<file path="src/rtl/display_pkg.sv">
// Shared display timing constants, scheduler state encoding and the
// enabled-layer search helper used by the VRAM fetch scheduler.
package display_pkg;

  localparam int H_TOTAL     = 800;
  localparam int V_TOTAL     = 525;
  localparam int H_VIS_START = 144;
  localparam int V_VIS_START = 35;
  localparam int V_VIS_END   = 514;
  localparam int LAYER_IDX_W = 3;
  localparam int MAX_LAYERS  = 8;

  typedef enum logic [1:0] {
    ST_IDLE  = 2'd0,
    ST_FETCH = 2'd1,
    ST_CPU   = 2'd2,
    ST_DONE  = 2'd3
  } sched_state_e;

  typedef struct packed {
    logic                   found;
    logic [LAYER_IDX_W-1:0] idx;
  } layer_pick_t;

  // Lowest enabled layer whose index is >= start; found=0 when none remain.
  function automatic layer_pick_t pick_layer(input logic [MAX_LAYERS-1:0] mask,
                                             input logic [LAYER_IDX_W:0]  start);
    layer_pick_t res;
    res.found = 1'b0;
    res.idx   = {LAYER_IDX_W{1'b0}};
    for (int i = MAX_LAYERS - 1; i >= 0; i--) begin
      if (mask[i] && (i >= int'(start))) begin
        res.found = 1'b1;
        res.idx   = LAYER_IDX_W'(i);
      end else begin
        res = res;
      end
    end
    return res;
  endfunction

endpackage

</file>
<file path="src/rtl/vram_fetch_scheduler_fetch_trigger.sv">
// fetch_trigger: detects the h_pos edge that opens a fetch window, works out
// which row of the next scanline to fetch, and flags the visible-start
// deadline. Outputs are combinational; the scheduler registers its actions.
module fetch_trigger
  import display_pkg::*;
#(
  parameter int FETCH_H_START = 784
) (
  input  logic       clk,
  input  logic       reset_n,
  input  logic [9:0] h_pos,
  input  logic [9:0] v_pos,
  output logic       trigger,
  output logic       fetch_ok,
  output logic [8:0] row,
  output logic       deadline
);

  logic [9:0] h_prev_r;
  logic [9:0] next_line_s;

  // Remember last cycle's h_pos so a held value triggers only once.
  always_ff @(posedge clk) begin
    if (!reset_n) begin
      h_prev_r <= 10'd0;
    end else begin
      h_prev_r <= h_pos;
    end
  end

  // Edge detect, next-line wrap, row offset and deadline compare.
  always_comb begin
    trigger = (h_pos == 10'(FETCH_H_START)) && (h_prev_r != h_pos);
    if (v_pos == 10'(V_TOTAL - 1)) begin
      next_line_s = 10'd0;
    end else begin
      next_line_s = v_pos + 10'd1;
    end
    fetch_ok = (next_line_s >= 10'(V_VIS_START)) && (next_line_s <= 10'(V_VIS_END));
    row      = 9'(next_line_s - 10'(V_VIS_START));
    deadline = (h_pos == 10'(H_VIS_START));
  end

endmodule

</file>
<file path="src/rtl/vram_fetch_scheduler.sv">
// vram_fetch_scheduler: shares the single VRAM port between per-scanline
// line-buffer fetches and host CPU accesses, with a sticky underrun flag.
// Optional macro VRAM_CPU_INTERLEAVE_EN: serve a pending CPU access between
// fetch words; otherwise the CPU only gets the port outside fetch windows.
module vram_fetch_scheduler
  import display_pkg::*;
#(
  parameter int NUM_LAYERS    = 4,
  parameter int ADDR_WIDTH    = 16,
  parameter int DATA_WIDTH    = 16,
  parameter int ROW_SHIFT     = 3,
  parameter int FETCH_H_START = 784
) (
  input  logic                             clk,
  input  logic                             reset_n,
  input  logic [9:0]                       h_pos,
  input  logic [9:0]                       v_pos,
  input  logic [NUM_LAYERS-1:0]            layer_en,
  input  logic [NUM_LAYERS*ADDR_WIDTH-1:0] layer_base,
  input  logic                             cpu_req,
  input  logic                             cpu_wr,
  input  logic [ADDR_WIDTH-1:0]            cpu_addr,
  input  logic [DATA_WIDTH-1:0]            cpu_wdata,
  output logic                             cpu_ack,
  output logic [DATA_WIDTH-1:0]            cpu_rdata,
  output logic                             mem_req,
  output logic                             mem_wr,
  output logic [ADDR_WIDTH-1:0]            mem_addr,
  output logic [DATA_WIDTH-1:0]            mem_wdata,
  input  logic                             mem_ack,
  input  logic [DATA_WIDTH-1:0]            mem_rdata,
  output logic                             lb_we,
  output logic [2:0]                       lb_layer,
  output logic [ROW_SHIFT-1:0]             lb_addr,
  output logic [DATA_WIDTH-1:0]            lb_data,
  output logic                             fetch_busy,
  output logic                             underrun,
  input  logic                             underrun_clr
);

  sched_state_e state_r, state_s;
  logic [2:0]            layer_r, layer_s;
  logic [ROW_SHIFT-1:0]  word_r, word_s;
  logic [8:0]            row_r, row_s;
  logic [MAX_LAYERS-1:0] en_r, en_s;
  logic                  abort_r, abort_s;
  logic                  mem_req_r, mem_req_s, mem_wr_r, mem_wr_s;
  logic [ADDR_WIDTH-1:0] mem_addr_r, mem_addr_s;
  logic [DATA_WIDTH-1:0] mem_wdata_r, mem_wdata_s;
  logic                  lb_we_r, lb_we_s;
  logic [2:0]            lb_layer_r, lb_layer_s;
  logic [ROW_SHIFT-1:0]  lb_addr_r, lb_addr_s;
  logic [DATA_WIDTH-1:0] lb_data_r, lb_data_s;
  logic                  cpu_ack_r, cpu_ack_s;
  logic [DATA_WIDTH-1:0] cpu_rdata_r, cpu_rdata_s;
  logic                  fetch_busy_r, fetch_busy_s;
  logic                  underrun_r, underrun_s;

  logic                  trig_s, fetch_ok_s, deadline_s;
  logic [8:0]            trig_row_s;
  logic [MAX_LAYERS-1:0] en_in_s;
  layer_pick_t           first_pick_s, next_pick_s;
  logic                  open_s, cpu_grant_ok_s, dl_hit_s, last_word_s;
  logic [2:0]            sel_layer_s;
  logic [8:0]            sel_row_s;
  logic [ROW_SHIFT-1:0]  sel_word_s;
  logic [ADDR_WIDTH-1:0] base_arr_s [MAX_LAYERS];
  logic [ADDR_WIDTH-1:0] fetch_addr_s;

  fetch_trigger #(.FETCH_H_START(FETCH_H_START)) u_trigger (
    .clk      (clk),
    .reset_n  (reset_n),
    .h_pos    (h_pos),
    .v_pos    (v_pos),
    .trigger  (trig_s),
    .fetch_ok (fetch_ok_s),
    .row      (trig_row_s),
    .deadline (deadline_s)
  );

  // Unpack base addresses; unused slots read as zero and are never enabled.
  for (genvar gi = 0; gi < MAX_LAYERS; gi++) begin : g_base
    if (gi < NUM_LAYERS) begin : g_used
      assign base_arr_s[gi] = layer_base[gi*ADDR_WIDTH +: ADDR_WIDTH];
    end else begin : g_unused
      assign base_arr_s[gi] = {ADDR_WIDTH{1'b0}};
    end
  end

  assign en_in_s        = MAX_LAYERS'(layer_en);
  assign first_pick_s   = pick_layer(en_in_s, 4'd0);
  assign next_pick_s    = pick_layer(en_r, {1'b0, layer_r} + 4'd1);
  assign open_s         = trig_s && fetch_ok_s && first_pick_s.found;
  assign cpu_grant_ok_s = cpu_req && !cpu_ack_r;  // cpu_req is still high in the ack cycle
  assign dl_hit_s       = deadline_s && fetch_busy_r &&
                          ((state_r == ST_FETCH) || (state_r == ST_CPU));
  assign last_word_s    = &word_r;

  // Address source: window opening in IDLE uses the fresh trigger values.
  always_comb begin
    if (state_r == ST_IDLE) begin
      sel_layer_s = first_pick_s.idx;
      sel_row_s   = trig_row_s;
      sel_word_s  = {ROW_SHIFT{1'b0}};
    end else begin
      sel_layer_s = layer_r;
      sel_row_s   = row_r;
      sel_word_s  = word_r;
    end
    fetch_addr_s = base_arr_s[sel_layer_s]
                 + ADDR_WIDTH'({sel_row_s, {ROW_SHIFT{1'b0}}})
                 + ADDR_WIDTH'(sel_word_s);
  end

  // Next-state and next-output logic of the port arbiter.
  always_comb begin
    state_s      = state_r;
    layer_s      = layer_r;
    word_s       = word_r;
    row_s        = row_r;
    en_s         = en_r;
    abort_s      = abort_r || dl_hit_s;
    mem_req_s    = mem_req_r;
    mem_wr_s     = mem_wr_r;
    mem_addr_s   = mem_addr_r;
    mem_wdata_s  = mem_wdata_r;
    lb_we_s      = 1'b0;
    lb_layer_s   = lb_layer_r;
    lb_addr_s    = lb_addr_r;
    lb_data_s    = lb_data_r;
    cpu_ack_s    = 1'b0;
    cpu_rdata_s  = cpu_rdata_r;
    fetch_busy_s = fetch_busy_r;

    // A deadline hit always wins over a clear in the same cycle.
    if (dl_hit_s) begin
      underrun_s = 1'b1;
    end else if (underrun_clr) begin
      underrun_s = 1'b0;
    end else begin
      underrun_s = underrun_r;
    end

    case (state_r)
      ST_IDLE: begin
        if (open_s) begin
          state_s      = ST_FETCH;
          layer_s      = first_pick_s.idx;
          word_s       = {ROW_SHIFT{1'b0}};
          row_s        = trig_row_s;
          en_s         = en_in_s;
          abort_s      = 1'b0;
          fetch_busy_s = 1'b1;
          mem_req_s    = 1'b1;
          mem_wr_s     = 1'b0;
          mem_addr_s   = fetch_addr_s;
        end else if (cpu_grant_ok_s) begin
          state_s     = ST_CPU;
          mem_req_s   = 1'b1;
          mem_wr_s    = cpu_wr;
          mem_addr_s  = cpu_addr;
          mem_wdata_s = cpu_wdata;
        end else begin
          state_s = ST_IDLE;
        end
      end

      ST_FETCH: begin
        if (mem_req_r) begin
          if (mem_ack) begin
            mem_req_s  = 1'b0;
            lb_we_s    = 1'b1;
            lb_layer_s = layer_r;
            lb_addr_s  = word_r;
            lb_data_s  = mem_rdata;
            if (abort_r || dl_hit_s) begin
              state_s = ST_DONE;
            end else if (!last_word_s) begin
              word_s = word_r + ROW_SHIFT'(1'b1);
            end else if (next_pick_s.found) begin
              layer_s = next_pick_s.idx;
              word_s  = {ROW_SHIFT{1'b0}};
            end else begin
              state_s = ST_DONE;
            end
          end else begin
            mem_req_s = 1'b1;
          end
        end else begin
          if (abort_r || dl_hit_s) begin
            state_s = ST_DONE;
`ifdef VRAM_CPU_INTERLEAVE_EN
          end else if (cpu_grant_ok_s) begin
            state_s     = ST_CPU;
            mem_req_s   = 1'b1;
            mem_wr_s    = cpu_wr;
            mem_addr_s  = cpu_addr;
            mem_wdata_s = cpu_wdata;
`endif
          end else begin
            mem_req_s  = 1'b1;
            mem_wr_s   = 1'b0;
            mem_addr_s = fetch_addr_s;
          end
        end
      end

      ST_CPU: begin
        // A window that opens while the CPU owns the port starts after it.
        if (open_s && !fetch_busy_r) begin
          layer_s      = first_pick_s.idx;
          word_s       = {ROW_SHIFT{1'b0}};
          row_s        = trig_row_s;
          en_s         = en_in_s;
          abort_s      = 1'b0;
          fetch_busy_s = 1'b1;
        end else begin
          fetch_busy_s = fetch_busy_r;
        end
        if (mem_ack) begin
          mem_req_s   = 1'b0;
          mem_wr_s    = 1'b0;
          cpu_ack_s   = 1'b1;
          cpu_rdata_s = mem_rdata;
          if (fetch_busy_s) begin
            state_s = ST_FETCH;
          end else begin
            state_s = ST_IDLE;
          end
        end else begin
          mem_req_s = 1'b1;
        end
      end

      ST_DONE: begin
        fetch_busy_s = 1'b0;
        abort_s      = 1'b0;
        state_s      = ST_IDLE;
      end

      default: begin
        state_s      = ST_IDLE;
        mem_req_s    = 1'b0;
        fetch_busy_s = 1'b0;
      end
    endcase
  end

  // State and registered outputs; reset drops any access in flight.
  always_ff @(posedge clk) begin
    if (!reset_n) begin
      state_r      <= ST_IDLE;
      layer_r      <= 3'd0;
      word_r       <= {ROW_SHIFT{1'b0}};
      row_r        <= 9'd0;
      en_r         <= {MAX_LAYERS{1'b0}};
      abort_r      <= 1'b0;
      mem_req_r    <= 1'b0;
      mem_wr_r     <= 1'b0;
      mem_addr_r   <= {ADDR_WIDTH{1'b0}};
      mem_wdata_r  <= {DATA_WIDTH{1'b0}};
      lb_we_r      <= 1'b0;
      lb_layer_r   <= 3'd0;
      lb_addr_r    <= {ROW_SHIFT{1'b0}};
      lb_data_r    <= {DATA_WIDTH{1'b0}};
      cpu_ack_r    <= 1'b0;
      cpu_rdata_r  <= {DATA_WIDTH{1'b0}};
      fetch_busy_r <= 1'b0;
      underrun_r   <= 1'b0;
    end else begin
      state_r      <= state_s;
      layer_r      <= layer_s;
      word_r       <= word_s;
      row_r        <= row_s;
      en_r         <= en_s;
      abort_r      <= abort_s;
      mem_req_r    <= mem_req_s;
      mem_wr_r     <= mem_wr_s;
      mem_addr_r   <= mem_addr_s;
      mem_wdata_r  <= mem_wdata_s;
      lb_we_r      <= lb_we_s;
      lb_layer_r   <= lb_layer_s;
      lb_addr_r    <= lb_addr_s;
      lb_data_r    <= lb_data_s;
      cpu_ack_r    <= cpu_ack_s;
      cpu_rdata_r  <= cpu_rdata_s;
      fetch_busy_r <= fetch_busy_s;
      underrun_r   <= underrun_s;
    end
  end

  assign mem_req    = mem_req_r;
  assign mem_wr     = mem_wr_r;
  assign mem_addr   = mem_addr_r;
  assign mem_wdata  = mem_wdata_r;
  assign lb_we      = lb_we_r;
  assign lb_layer   = lb_layer_r;
  assign lb_addr    = lb_addr_r;
  assign lb_data    = lb_data_r;
  assign cpu_ack    = cpu_ack_r;
  assign cpu_rdata  = cpu_rdata_r;
  assign fetch_busy = fetch_busy_r;
  assign underrun   = underrun_r;

endmodule

</file>
<file path="config.mk">
export PLATFORM = sky130hd
export DESIGN_NAME = vram_fetch_scheduler
export DESIGN_NICKNAME = d
export VERILOG_FILES = /design/src/rtl/display_pkg.sv /design/src/rtl/vram_fetch_scheduler_fetch_trigger.sv /design/src/rtl/vram_fetch_scheduler.sv
export SDC_FILE = /design/constraint.sdc
export NUM_CORES = 1
export LEC_CHECK = 0
export CORE_MARGIN = 2
export CORE_UTILIZATION = 41
export CTS_CLUSTER_DIAMETER = 40
export CTS_CLUSTER_SIZE = 12
export DETAILED_ROUTE_END_ITERATION = 6
export GPL_ROUTABILITY_DRIVEN = 0
export PLACE_DENSITY = 0.85
export SYNTH_ARGS = -nofsm -noshare
export SYNTH_HDL_FRONTEND = slang
export SYNTH_SLANG_ARGS = --single-unit
</file>
<file path="constraint.sdc">
create_clock -name clk -period 5.1 [get_ports clk]
set_input_delay 1.53 -clock clk [delete_from_list [all_inputs] [get_ports clk]]
set_output_delay 1.53 -clock clk [all_outputs]
set_load 0.02 [all_outputs]
</file>
; Word level (Yosys, flattened, before mapping)
; Index checks and enable logic that the tools add are counted.
[totals]
output_inout_bits = 76
input_bits = 142
elab_cells = 179
regBits = 112
[classes]
eq_ne = 22
n_lt_le_gt_ge = 11
n_reduce_logical = 40
n_mux = 79
n_bitwise = 2
n_addsub = 6
[op_table]
columns = cell, n
row1 = $mux 16, 6
row2 = $bmux 16 s3, 1
row3 = $mux 3, 16
row4 = $mux 4, 12
row5 = $pmux 16 s2, 1
row6 = $mux 9, 3
row7 = $eq 10x10->1 const B, 2
row8 = $mux 1, 19
row9 = $mux 2, 9
row10 = $pmux 3 s3, 2
row11 = $pmux 9 s2, 1
row12 = $add 16x12->16, 1
row13 = $add 16x3->16, 1
row14 = $ge 3x4->1 const A, 4
row15 = $logic_and 1x1->1, 16
row16 = $mux 8, 2
row17 = $ne 2x2->1 const B, 8
row18 = $pmux 8 s2, 1
row19 = $reduce_and 3->1, 5
row20 = $pmux 1 s3, 4
row21 = $add 10x1->10 const B, 1
row22 = $eq 10x8->1 const B, 1
row23 = $ge 10x6->1 const B, 1
row24 = $le 10x10->1 const B, 1
row25 = 26 further kinds, 42

; Longest topological paths before layout
; Gate-level depths: netlist of the first run.
[logic_depth]
word_depth = 17
depth_mapped = 18
mapped_depth_nobuf = 17

; Cells and area by module
; Synthesis of the first run repeated with hierarchy kept, for this count alone.
[unflattened]
cells_unflattened = 732
hier_area_um2 = 6089.6
[by_module_without_submodules]
columns = mod, seq_area_each_um2, instances, cells_per_inst, area_each_um2
row1 = vram_fetch_scheduler, 1901.8, 1, 609, 5097.4
row2 = fetch_trigger, 200.2, 1, 123, 992.2

; Worst setup path after synthesis of the first run
; No wires, ideal clock.
[synth_path]
path_kind = input -> register
from = input layer_en[2]
to = register mem_addr_r[14], in the netlist mem_addr[14]
arrival_time_ns = 4.900
setup_time_ns = 0.122
path_slack_ns = 0.078
path_buffers = 1
path_stages = 15
required_time_ns = 4.978
cell_sequence = nand2b_1 > a21oi_1 > mux2i_2 > buf_2 > mux4_2 > ha_1 > fa_1 > a21o_1 > a221oi_1 > nand3_1 > a41oi_1 > nand3b_1 > xnor2_1 > mux2i_1 > o22ai_1
[synth_via]
elab_chain_cells = 13
elab_cells_between_ends = 17
cone_classes = add/sub: 2 / eq/ne: 1 / mux: 11 / bitwise: 1 / reduce/logical: 2
[synth_rtl]
columns = item, line_no
row1 = from (decl), vram_fetch_scheduler.sv:18  ; input logic [NUM_LAYERS-1:0] layer_en,
row2 = $mux 4 (*) (3 in series), display_pkg.sv:32  ; if (mask[i] && (i >= int'(start))) begin
row3 = $mux 3, vram_fetch_scheduler.sv:101  ; if (state_r == ST_IDLE) begin
row4 = $not 3->4 (not written as such), vram_fetch_scheduler.sv:110  ; fetch_addr_s = base_arr_s[sel_layer_s]
row5 = $bmux 16 s3, vram_fetch_scheduler.sv:110
row6 = $mux 16 (not written as such) (2 in series), vram_fetch_scheduler.sv:110
row7 = $add 16x12->16, vram_fetch_scheduler.sv:111  ; + ADDR_WIDTH'({sel_row_s, {ROW_SHIFT{1'b0}}})
row8 = $add 16x3->16, vram_fetch_scheduler.sv:112  ; + ADDR_WIDTH'(sel_word_s);
row9 = $mux 16, vram_fetch_scheduler.sv:190  ; if (abort_r || dl_hit_s) begin
row10 = $mux 16, vram_fetch_scheduler.sv:169  ; if (mem_req_r) begin
row11 = $pmux 16 s2, vram_fetch_scheduler.sv:144  ; case (state_r)
row12 = to (signal assigned), vram_fetch_scheduler.sv:260  ; mem_addr_r <= {ADDR_WIDTH{1'b0}};
row13 = to (signal assigned), vram_fetch_scheduler.sv:279  ; mem_addr_r <= mem_addr_s;
row14 = to (decl), vram_fetch_scheduler.sv:48  ; logic [ADDR_WIDTH-1:0] mem_addr_r, mem_addr_s;
; Every way passes the cells marked *; elsewhere a longest branch is shown, timed or not. The select of a mux whose other input is x is not followed.
; A chain may end at the register's enable or synchronous reset.

; Worst setup path in the final report of the first run
[layout_path]
from = input v_pos[0]
to = register mem_addr_r[15], in the netlist mem_addr[15]
[layout_via]
elab_chain_cells = 9
elab_cells_between_ends = 18
cone_classes = add/sub: 4 / order compare: 2 / eq/ne: 2 / mux: 6 / reduce/logical: 4
[layout_rtl]
columns = item, line_no
row1 = from (decl), vram_fetch_scheduler.sv:17  ; input logic [9:0] v_pos,
row2 = $add 10x1->10 / $eq 10x10->1 (equally long branches), "vram_fetch_scheduler_fetch_trigger.sv:37, vram_fetch_scheduler_fetch_trigger.sv:34"
row3 = $mux 10 (*), vram_fetch_scheduler_fetch_trigger.sv:34  ; if (v_pos == 10'(V_TOTAL - 1)) begin
row4 = $sub 9x6->9, vram_fetch_scheduler_fetch_trigger.sv:40  ; row = 9'(next_line_s - 10'(V_VIS_START));
row5 = $mux 9, vram_fetch_scheduler.sv:101
row6 = $add 16x12->16, vram_fetch_scheduler.sv:111
row7 = $add 16x3->16, vram_fetch_scheduler.sv:112
row8 = $mux 16, vram_fetch_scheduler.sv:190
row9 = $mux 16, vram_fetch_scheduler.sv:169
row10 = $pmux 16 s2, vram_fetch_scheduler.sv:144
; Marks and branches as above.

==> impl_metrics.env, run 1 <==
export IMPL_worst_ir_drop_vdd_mv=0.1744
export IMPL_critPathKind="in2reg"
export IMPL_start_util_pct=41.83
export IMPL_die_boundary_width_microns=125.8
export IMPL_route_detailed_vias_per_inst=5.245
export IMPL_ctsLongestPathBuffers=2
export IMPL_floorplan_die_area_sq_um=15820
export IMPL_timing_slew_headroom_pct=37.99
export IMPL_crit_path_max_fanout=4
export IMPL_fin_skew_ps=10.73
export IMPL_finalCritPeriodShare_pct=96.98
export IMPL_ant_nets=0
export IMPL_worst_skew_pair_late_latency_ps=350
export IMPL_nets=1105
export IMPL_setup_viol=0
export IMPL_tritoncts="done"
export IMPL_max_freq_mhz=202.2
export IMPL_max_cap_viol_count=0
export IMPL_grt_max_degree=49
export IMPL_core_area_sq_um=14530
export IMPL_min_delay_path_class="reg2reg"
export IMPL_slew_limit_fails=0
export IMPL_synth_cell_area_sq_um=6080
export IMPL_cts_reportedPaths_clkPinSlew_ps=70
export IMPL_switchingPower_w=0.0007072
export IMPL_r2r_end="mem_addr[14]"
export IMPL_area_growth_synth_to_final_pct=49.08
export IMPL_grt_overflow_total=0
export IMPL_critical_path_endpoint_type="register"
export IMPL_routedWlPerCell_microns=15.88
export IMPL_detailedRoute_firstPassIterationCount=5
export IMPL_num_vias=5916
export IMPL_cellInternalPower_w=0.001799
export IMPL_numPortBuffers=216
export IMPL_drc=0
export IMPL_synth_warning_count=0
export IMPL_rsz_0062_raised_after_global_routing="true"
export IMPL_floorplan_die_height_microns=125.8
export IMPL_worst_endpoint_required_ps=5290
export IMPL_p_seq_share_pct=35.5
export IMPL_synth_top_cells_by_count="105 x sky130_fd_sc_hd__dfxtp_1, 105 x sky130_fd_sc_hd__nand2_1, 80 x sky130_fd_sc_hd__a21oi_1"
export IMPL_cts_buffers_inserted=9
export IMPL_num_io_pins=218
export IMPL_p_sw_share_pct=28.22
export IMPL_part_of_the_total_power_dissipated_in_combinational_logic_pct=30.8
export IMPL_clkSinkCount=105
export IMPL_post_synth_inst_count=696
export IMPL_number_of_distinct_standard_cells_referenced_by_the_synthesized_netlist=76
export IMPL_first_global_vias=5872
export IMPL_min_path_cells=2
export IMPL_cts_repair_resize_count=0
export IMPL_worst_slew_pin_transition_ps=927.5
export IMPL_r2r_slack_ps=1120
export IMPL_grt_usage_pct=22.31
export IMPL_final_hold_viol_count=0
export IMPL_drt_initial_drc_count=202
export IMPL_final_instance_area_sq_um=9064
export IMPL_clock_tree_root_cell="sky130_fd_sc_hd__clkbuf_16"
export IMPL_timing_critical_path_from_type="primary input"
export IMPL_h_tree_depth=3
export IMPL_grt_first_pass_wirelength_microns=28990
export IMPL_placementRows=44
export IMPL_syn_nets=862
export IMPL_ctsHoldBuffers=0
export IMPL_run_status="finished, final reports clean"
export IMPL_post_route_cells_drive_above_1_share_pct=12.39
export IMPL_hold_path_endpoint="cpu_rdata[4]"
export IMPL_period_minus_slack_ps=4946
export IMPL_cellPowerDensity_nw_per_um2=276.5
export IMPL_power_clock_fraction_pct=33.7
export IMPL_dp_hpwl_microns=13800
export IMPL_largest_area_contributor_in_the_synthesized_netlist="sky130_fd_sc_hd__dfxtp_1"
export IMPL_antenna_found_initial=0
export IMPL_hold_path_startpoint="cpu_rdata[4]"
export IMPL_postCtsSetupBuffers=0
export IMPL_dpl_cell_area_sq_um=8687
export IMPL_routed_wirelength_microns=17920
export IMPL_synth_edf_count=0
export IMPL_register_to_register_path_depth=17
export IMPL_yosys_most_used_dff="sky130_fd_sc_hd__dfxtp_1"
export IMPL_static_leakage_power_nw=3.593
export IMPL_hold_ws_ps=454.5
export IMPL_syn_avg_cell_area_sq_um=8.735
export IMPL_synth_async_reset_ratio_pct=0
export IMPL_count_of_state_elements_after_synthesis=105
export IMPL_antenna_cell_count=0
export IMPL_synth_top_cell_area_share_pct=34.58
export IMPL_synthTopCellsByArea="sky130_fd_sc_hd__dfxtp_1 35%, sky130_fd_sc_hd__mux2i_1 7.6%, sky130_fd_sc_hd__a21oi_1 6.6%"
export IMPL_synth_seq_area_share_pct=34.58
export IMPL_worstReg2RegStart="state_r[1]"
export IMPL_critical_path_arrival_ps=5130
-- cells in the final DEF, fill, tap and decap left out, types with 8 or more instances in the layout --
cell type / count
sky130_fd_sc_hd__ha_1: 23
sky130_fd_sc_hd__buf_4: 57
sky130_fd_sc_hd__xnor2_1: 19
sky130_fd_sc_hd__mux4_2: 14
sky130_fd_sc_hd__o21ai_0: 27
sky130_fd_sc_hd__nand2b_1: 11
sky130_fd_sc_hd__inv_1: 15
sky130_fd_sc_hd__clkbuf_16: 9
sky130_fd_sc_hd__dfxtp_1: 105
sky130_fd_sc_hd__mux2i_1: 46
sky130_fd_sc_hd__xor2_1: 17
sky130_fd_sc_hd__nand3_1: 9
sky130_fd_sc_hd__nor2b_1: 9
sky130_fd_sc_hd__nand2_1: 105
sky130_fd_sc_hd__nor3_1: 8
sky130_fd_sc_hd__nor2_1: 59
sky130_fd_sc_hd__clkdlybuf4s50_1: 216
sky130_fd_sc_hd__and2_1: 14
sky130_fd_sc_hd__a21oi_1: 79
-- area by class of cell --
cell class / count / area, sq um
clock inverter: 6 / 137.6
tap: 184 / 230.2
multi-input combinational: 532 / 3691
clock buffer: 10 / 229.0
timing repair buffer: 274 / 2610
inverter: 17 / 63.81
fill: 1231 / 5470
sequential: 105 / 2102
-- worst max-delay path, stage by stage --
cell and delay (ps):
sky130_fd_sc_hd__clkdlybuf4s50_1 460, sky130_fd_sc_hd__ha_1 230, sky130_fd_sc_hd__or4_1 580, sky130_fd_sc_hd__buf_4 170, sky130_fd_sc_hd__a31oi_2 170, sky130_fd_sc_hd__nor2_1 90
sky130_fd_sc_hd__nor2b_1 160, sky130_fd_sc_hd__xnor2_1 100, sky130_fd_sc_hd__mux2_2 290, sky130_fd_sc_hd__ha_1 320, sky130_fd_sc_hd__nand2_1 100, sky130_fd_sc_hd__o21ai_0 100
sky130_fd_sc_hd__a41o_1 250, sky130_fd_sc_hd__o2111ai_1 220, sky130_fd_sc_hd__xnor2_1 90, sky130_fd_sc_hd__o211ai_1 170, sky130_fd_sc_hd__a21oi_1 90
-- per-layer routing --
layer	up-vias	track usage, %	wire length (microns)
met4	0	5.107	356
met2	211	39.30	8887
li1	2919	-	-
met3	25	6.287	1262
met1	2761	27.12	7408
met5	-	0	0
-- power groups by stage --
stage                     Sequential (W)  Combinational, W  Clock, W
after floorplan                 0.000945          0.000384         0
after global placement          0.000906          0.000752         0
after detailed placement        0.000907          0.000764         0
after CTS                       0.000890          0.000769  0.000859
after global routing            0.000895          0.000834  0.000898
final                           0.000890          0.000773  0.000843
-- metrics by stage --
step	cells	utilization [%]	total power, W	TNS [ps]	worst slack (ps)
after global placement	1112	59.77	0.001658	-473.7	-135.2
after floorplan	696	-	0.001330	0	78.39
after CTS	1128	62.29	0.002518	0	84.30
after detailed placement	1112	59.77	0.001671	-1148	-271.5
final	1128	62.36	0.002506	0	154.3
after global routing	1128	62.36	0.002627	-134.5	-63.81
-- flip-flops by register name, indices dropped and copies added (netlist names) --
name	flops
mem_addr	16
lb_data	16
mem_wr	1
underrun	1
row_r	9
cpu_ack	1
abort_r	1
lb_addr	3
mem_wdata	16
state_r	2
mem_req	1
lb_layer	2
fetch_busy	1
layer_r	2
u_trigger.h_prev_r	10
word_r	3
en_r	3
cpu_rdata	16
lb_we	1
-- kinds of logic after synthesis --
| family | synth area share [%] |
|---|---|
| AND/OR/NAND/NOR | 19.72 |
| AO/OA/AOI/OAI | 16.83 |
| flip-flops | 34.58 |
| multiplexers | 13.54 |
| buffers and inverters | 5.021 |
| XOR/XNOR | 5.186 |
| adder cells (fa/ha/maj) | 5.063 |
| other | 0.06168 |
-- worst max path at each step --
stage / from / slack [ps] / end / depth (start not counted)
2_1_floorplan: layer_en[2] / 80 / mem_addr[14] / 15
3_3_place_gp: layer_en[2] / -140 / mem_addr[14] / 16
3_5_place_dp: v_pos[0] / -270 / mem_addr[15] / 16
4_1_cts: v_pos[0] / 80 / mem_addr[15] / 16
5_1_grt: v_pos[0] / -60 / mem_addr[15] / 17
6_report: v_pos[0] / 150 / mem_addr[15] / 17
Note: power is estimated with default switching activity, not from simulation.
==> run 2: changes to the inputs <==
- CORE_UTILIZATION: 41 -> 58
- DONT_BUFFER_PORTS: unset -> 1
- PLACE_DENSITY: 0.85 -> 0.84
==> impl_metrics.env, run 2 (same netlist as run 1, synthesis figures left out) <==
export IMPL_post_route_util_pct=61.55
export IMPL_ant_nets=0
export IMPL_worst_skew_pair_late_latency_ps=370
export IMPL_run_status="finished, final reports clean"
export IMPL_critPathKind="in2reg"
export IMPL_core_area_sq_um=10230
export IMPL_antenna_cell_count=0
export IMPL_worstReg2RegStart="state_r[1]"
export IMPL_ctsHoldBuffers=0
export IMPL_tritoncts="done"
export IMPL_critPathMaxStageDelay_ps=600
export IMPL_crit_path_top_delay_cell="sky130_fd_sc_hd__or4_1"
export IMPL_timing_critical_path_from_type="primary input"
export IMPL_numPortBuffers=0
export IMPL_area_growth_synth_to_final_pct=3.581
export IMPL_register_to_register_path_depth=14
export IMPL_r2r_end="mem_addr[12]"
export IMPL_detailedRoute_firstPassIterationCount=7
export IMPL_drt_initial_drc_count=456
export IMPL_worst_slew_pin_transition_ps=849.2
export IMPL_route_detailed_vias_per_inst=6.276
export IMPL_dp_hpwl_microns=12010
export IMPL_cellPowerDensity_nw_per_um2=300.8
export IMPL_drc=0
export IMPL_antenna_found_initial=0
export IMPL_worst_endpoint_required_ps=5340
export IMPL_start_util_pct=59.42
export IMPL_final_hold_viol_count=0
export IMPL_floorplan_die_area_sq_um=11320
export IMPL_h_tree_depth=3
export IMPL_first_global_vias=5203
export IMPL_clkSinkCount=105
export IMPL_part_of_the_total_power_dissipated_in_combinational_logic_pct=24.5
export IMPL_routedWlPerCell_microns=19.23
export IMPL_critical_path_top_delay_family="compound AO/OA/AOI/OAI gates"
export IMPL_hold_path_endpoint="row_r[4]"
export IMPL_critical_path_endpoint_type="register"
export IMPL_cp_num_buf_inv=0
export IMPL_min_path_cells=2
export IMPL_setup_viol=0
export IMPL_cts_repair_resize_count=0
export IMPL_num_vias=5134
export IMPL_timing_critical_path_cells="ha_1 -> or4_1 -> a21oi_1 -> or2_2 -> xor2_1 -> mux2_2 -> ha_1 -> a21o_1 -> a21oi_1 -> o21ai_0 -> a41oi_1 -> xor2_1 -> nor2_1 -> a21oi_1 -> a21oi_1"
export IMPL_layout_common_cells="105 x sky130_fd_sc_hd__nand2_1, 105 x sky130_fd_sc_hd__dfxtp_1, 80 x sky130_fd_sc_hd__a21oi_1"
export IMPL_grt_max_degree=49
export IMPL_routed_wirelength_microns=15730
export IMPL_clock_tree_root_cell="sky130_fd_sc_hd__clkbuf_8"
export IMPL_cts_reportedPaths_clkPinSlew_ps=110
export IMPL_timing_slew_headroom_pct=43.23
export IMPL_postCtsSetupBuffers=0
export IMPL_r2r_slack_ps=1030
export IMPL_fin_skew_ps=17.96
export IMPL_critical_path_arrival_ps=4860
export IMPL_timing_critical_path_mode_cell="sky130_fd_sc_hd__a21oi_1"
export IMPL_hold_path_startpoint="row_r[4]"
export IMPL_cellInternalPower_w=0.001256
export IMPL_min_delay_path_class="reg2reg"
export IMPL_switchingPower_w=0.0006384
export IMPL_p_seq_share_pct=49.6
export IMPL_max_cap_viol_count=0
export IMPL_setup_tns_ps=0
export IMPL_slew_limit_fails=0
export IMPL_nets=843
export IMPL_grt_usage_pct=27.33
export IMPL_n_fill_cell=881
export IMPL_fin_total_pwr_w=0.001894
export IMPL_rsz_0062_raised_after_global_routing="false"
export IMPL_cts_buffers_inserted=9
export IMPL_static_leakage_power_nw=2.470
export IMPL_period_minus_slack_ps=4613
export IMPL_post_route_cells_drive_above_1_share_pct=10.12
export IMPL_ctsLongestPathBuffers=2
export IMPL_grt_overflow_total=0
export IMPL_max_freq_mhz=216.8
export IMPL_p_sw_share_pct=33.70
export IMPL_grt_first_pass_wirelength_microns=24920
export IMPL_crit_path_max_fanout=11
export IMPL_num_io_pins=218
export IMPL_finalCritPeriodShare_pct=90.45
export IMPL_placementRows=37
export IMPL_die_boundary_width_microns=106.4
export IMPL_worst_ir_drop_vdd_mv=0.1596
export IMPL_power_clock_fraction_pct=25.9
export IMPL_floorplan_die_height_microns=106.4
[run 2: cell count changes in the layout (fill, tap and decap cells not counted), sizes merged]
cell and delta:
bufinv -4, buf -46, clkdlybuf4s50 -216, clkinv +3
inv +1
[run 2: final cells by class]
class	instances	area [sq um]	share of cell area, %
Clock buffer	10	127.6	2.027
Multi-Input combinational cell	532	3681	58.45
Clock inverter	6	62.56	0.9934
Tap cell	136	170.2	2.702
Sequential cell	105	2102	33.38
Inverter	17	63.81	1.013
Timing Repair Buffer	12	90.09	1.431
[run 2: power by group through the flow]
stage	clock network (W)	logic, W	registers [W]
floorplan	0	0.000384	0.000945
global placement	0	0.000435	0.000957
detailed placement	0	0.000453	0.000958
CTS	0.000508	0.000456	0.000940
global route	0.000533	0.000505	0.000945
finish	0.000491	0.000463	0.000940
[run 2: worst max path at each step]
| stage | start | end | slack, ps | cells after the start |
|---|---|---|---|---|
| 2_1_floorplan | layer_en[2] | mem_addr[14] | 80 | 15 |
| 3_3_place_gp | v_pos[0] | mem_addr[12] | 310 | 15 |
| 3_5_place_dp | v_pos[0] | mem_addr[12] | 160 | 15 |
| 4_1_cts | v_pos[0] | mem_addr[12] | 570 | 15 |
| 5_1_grt | v_pos[0] | mem_addr[12] | 320 | 15 |
| 6_report | v_pos[0] | mem_addr[12] | 490 | 15 |
[run 2: tightest hold or removal path: cells and delay by family (launching register included)]
family          cells  cell delay (ps)
flops               1              320
compound gates      2              140
[run 2: per-stage QoR]
step | hold WS [ps] | instances | instance area (sq um) | setup slack [ps]
after detailed placement | 483.8 | 802 | 6107 | 161.2
after global routing | 529.2 | 818 | 6297 | 315.9
after CTS | 502.8 | 818 | 6297 | 571.7
after global placement | 464.2 | 802 | 6107 | 308.8
final | 497.4 | 818 | 6297 | 487.0
after floorplan | 450.5 | 696 | 6080 | 78.39
[run 2: metal layers]
layer	vias to the layer above	track usage (%)	share of wire [%]
li1	2399	-	-
met1	2428	30.78	38
met2	262	49.82	51
met3	45	7.480	8.6
met4	0	8.647	2.1
met5	-	0	0
==> edit (flow settings as in run 1) <==
Add a define of `VRAM_CPU_INTERLEAVE_EN`.
--- a/src/rtl/vram_fetch_scheduler.sv
+++ b/src/rtl/vram_fetch_scheduler.sv
@@ -4,2 +4,4 @@
 // fetch words; otherwise the CPU only gets the port outside fetch windows.
+`define VRAM_CPU_INTERLEAVE_EN
+
 module vram_fetch_scheduler
Formal check against the unedited RTL: not equivalent (Yosys sat finds a counterexample within 4 cycles, from zero or initial values and one cycle with reset_n low).
==> edit against run 1 <==
Synthesized area is 1.5% higher; sequential share of layout area is 0.17 points lower; final area is 0.75% higher; first-iteration DRC count is 100% higher; routed wire length is 1.2% higher; clock skew hardly changed; total power is 4.1% lower; worst hold slack worse by 0.0023 ns; worst setup slack better by 0.0086 ns; critical path depth stayed put; largest cell class unchanged; highest routed layer unchanged; sequential cell count stayed put.
==> edit: results <==
set metrics [dict create \
    tightest_slew_ns 0.929 \
    wl_um 18100 \
    cts_root_buffer "clkbuf_16" \
    numPortBuffers 216 \
    synth_common_cells "nand2_1 (106), dfxtp_1 (105), a21oi_1 (64)" \
    leakagePower_nw 3.64 \
    drive_above_1_share 0.135 \
    met3_length_um 1120 \
    grt_start_max_net_pins 49 \
    ys_seq_area_frac 0.341 \
    wl_met2_um 8870 \
    grt_pass1_wl_um 28800 \
    min_path_type "reg2reg" \
    synth_nets 870 \
    peakVddDrop_mv 0.169 \
    min_path_cells 2 \
    drt-met1-wl_um 7630 \
    cts-buffers-inserted 9 \
    dp_slack_ns -0.265 \
    synth_top_flop_cell "dfxtp_1" \
    cp.arrival_ns 5.22 \
    grtUsageTotal 0.222 \
    first_pass_iters 6 \
    synth_area_leaders "dfxtp_1 (34%), mux2i_1 (8.8%), nand2_1 (6.4%)" \
    skew_ns 0.0112 \
    r2r_cells 16 \
    async_flop_share 0 \
    grt_pass1_vias 5773 \
    routed_via_density 5.32 \
    synth_cells 703 \
    placed_cells 1117 \
    synth_edf_count 0 \
    dp_hpwl_um 14000 \
    vias 6038 \
    outcome "finished clean" \
    clock_latency_ns 0.36 \
    cts.path.max_buffers 2 \
    yosysUniqueCellTypes 76 \
    antenna_found_initial 0 \
    drtIter0Drc 408 \
    top_layer_used "met4" \
    critPathMaxFanout 7 \
    h-tree-depth 3 \
    diodes 0 \
    yosysWarnings 0 \
    path_clk_slew_ns 0.08 \
]
[edit: cell types whose count changed after synthesis, moves of 4 or more]
cell	change
o22ai_1	+4
buf_2	+4
a21oi_1	-16
inv_1	+10
nand3_1	+6
mux2i_1	+8
nor3_1	-5
buf_6	-5
a21oi_2	+10
nand2b_1	-7
a211oi_1	+4
nor2b_1	-4
[edit: cell type report]
type / count / area, um^2
clock buffer: 9 / 225
fill: 1229 / 5510
multi-input combinational: 530 / 3780
inverter: 26 / 97.6
timing repair buffer: 274 / 2620
tap: 184 / 230
clock inverter: 7 / 77.6
sequential: 105 / 2100
[edit: metal layers]
metal  GRT usage  vias to the layer above
met5           0                        -
met4      0.0899                        0
met3      0.0418                       35
met2       0.387                      238
met1       0.272                     2794
li1            -                     2971
[edit: what timing repair did]
| action | 4_1_cts | 5_1_grt |
|---|---|---|
| buffers inserted | 0 | 2 |
| gates resized for setup | 0 | 1 |
| endpoints found under the setup margin | 0 | 5 |
[edit: worst paths after layout]
kind              slack, ns   startpoint            to
setup / recovery       0.16  layer_en[2]  mem_addr[15]
hold / removal         0.45   lb_data[6]    lb_data[6]
setup reg to reg       1.12   state_r[0]  mem_addr[12]
hold reg to reg        0.45   lb_data[6]    lb_data[6]
[edit: kinds of logic (layout without fill, tap and decap cells)]
logic type	count (synthesis)	count (layout)	synth area share
AND/OR/NAND/NOR	232	232	0.179
AO/OA/AOI/OAI	162	162	0.174
flip-flops	105	105	0.341
multiplexers	73	73	0.148
buffers and inverters	68	316	0.0513
XOR/XNOR	37	37	0.0537
adder cells (fa/ha/maj)	25	25	0.0519
other	1	1	0.000608
[edit: metrics by stage]
stage,total power [W],area (um^2)
3_3_place_gp,0.00167,8790
3_5_place_dp,0.00169,8790
6_report,0.00240,9130
4_1_cts,0.00240,9100
5_1_grt,0.00252,9130
2_1_floorplan,0.00134,6170
[edit: critical path, cell delays in order]
cell             delay (ns)
clkdlybuf4s50_1        0.45
nand2b_1               0.16
a21oi_1                0.28
mux2i_4                0.16
buf_12                 0.18
buf_4                  0.14
mux4_2                 0.41
ha_1                   0.37
o21ai_0                0.11
a21oi_1                0.15
o21ai_0                0.12
a221oi_1               0.36
buf_4                  0.18
o2111ai_1              0.14
xnor2_1                0.18
nor2_1                 0.07
o32ai_2                0.24
[edit: power by group]
part           leakage, nW  internal (W)  switching (W)
Sequential           0.857      0.000861      0.0000257
Combinational         2.64      0.000418       0.000385
Clock                0.146      0.000385       0.000329
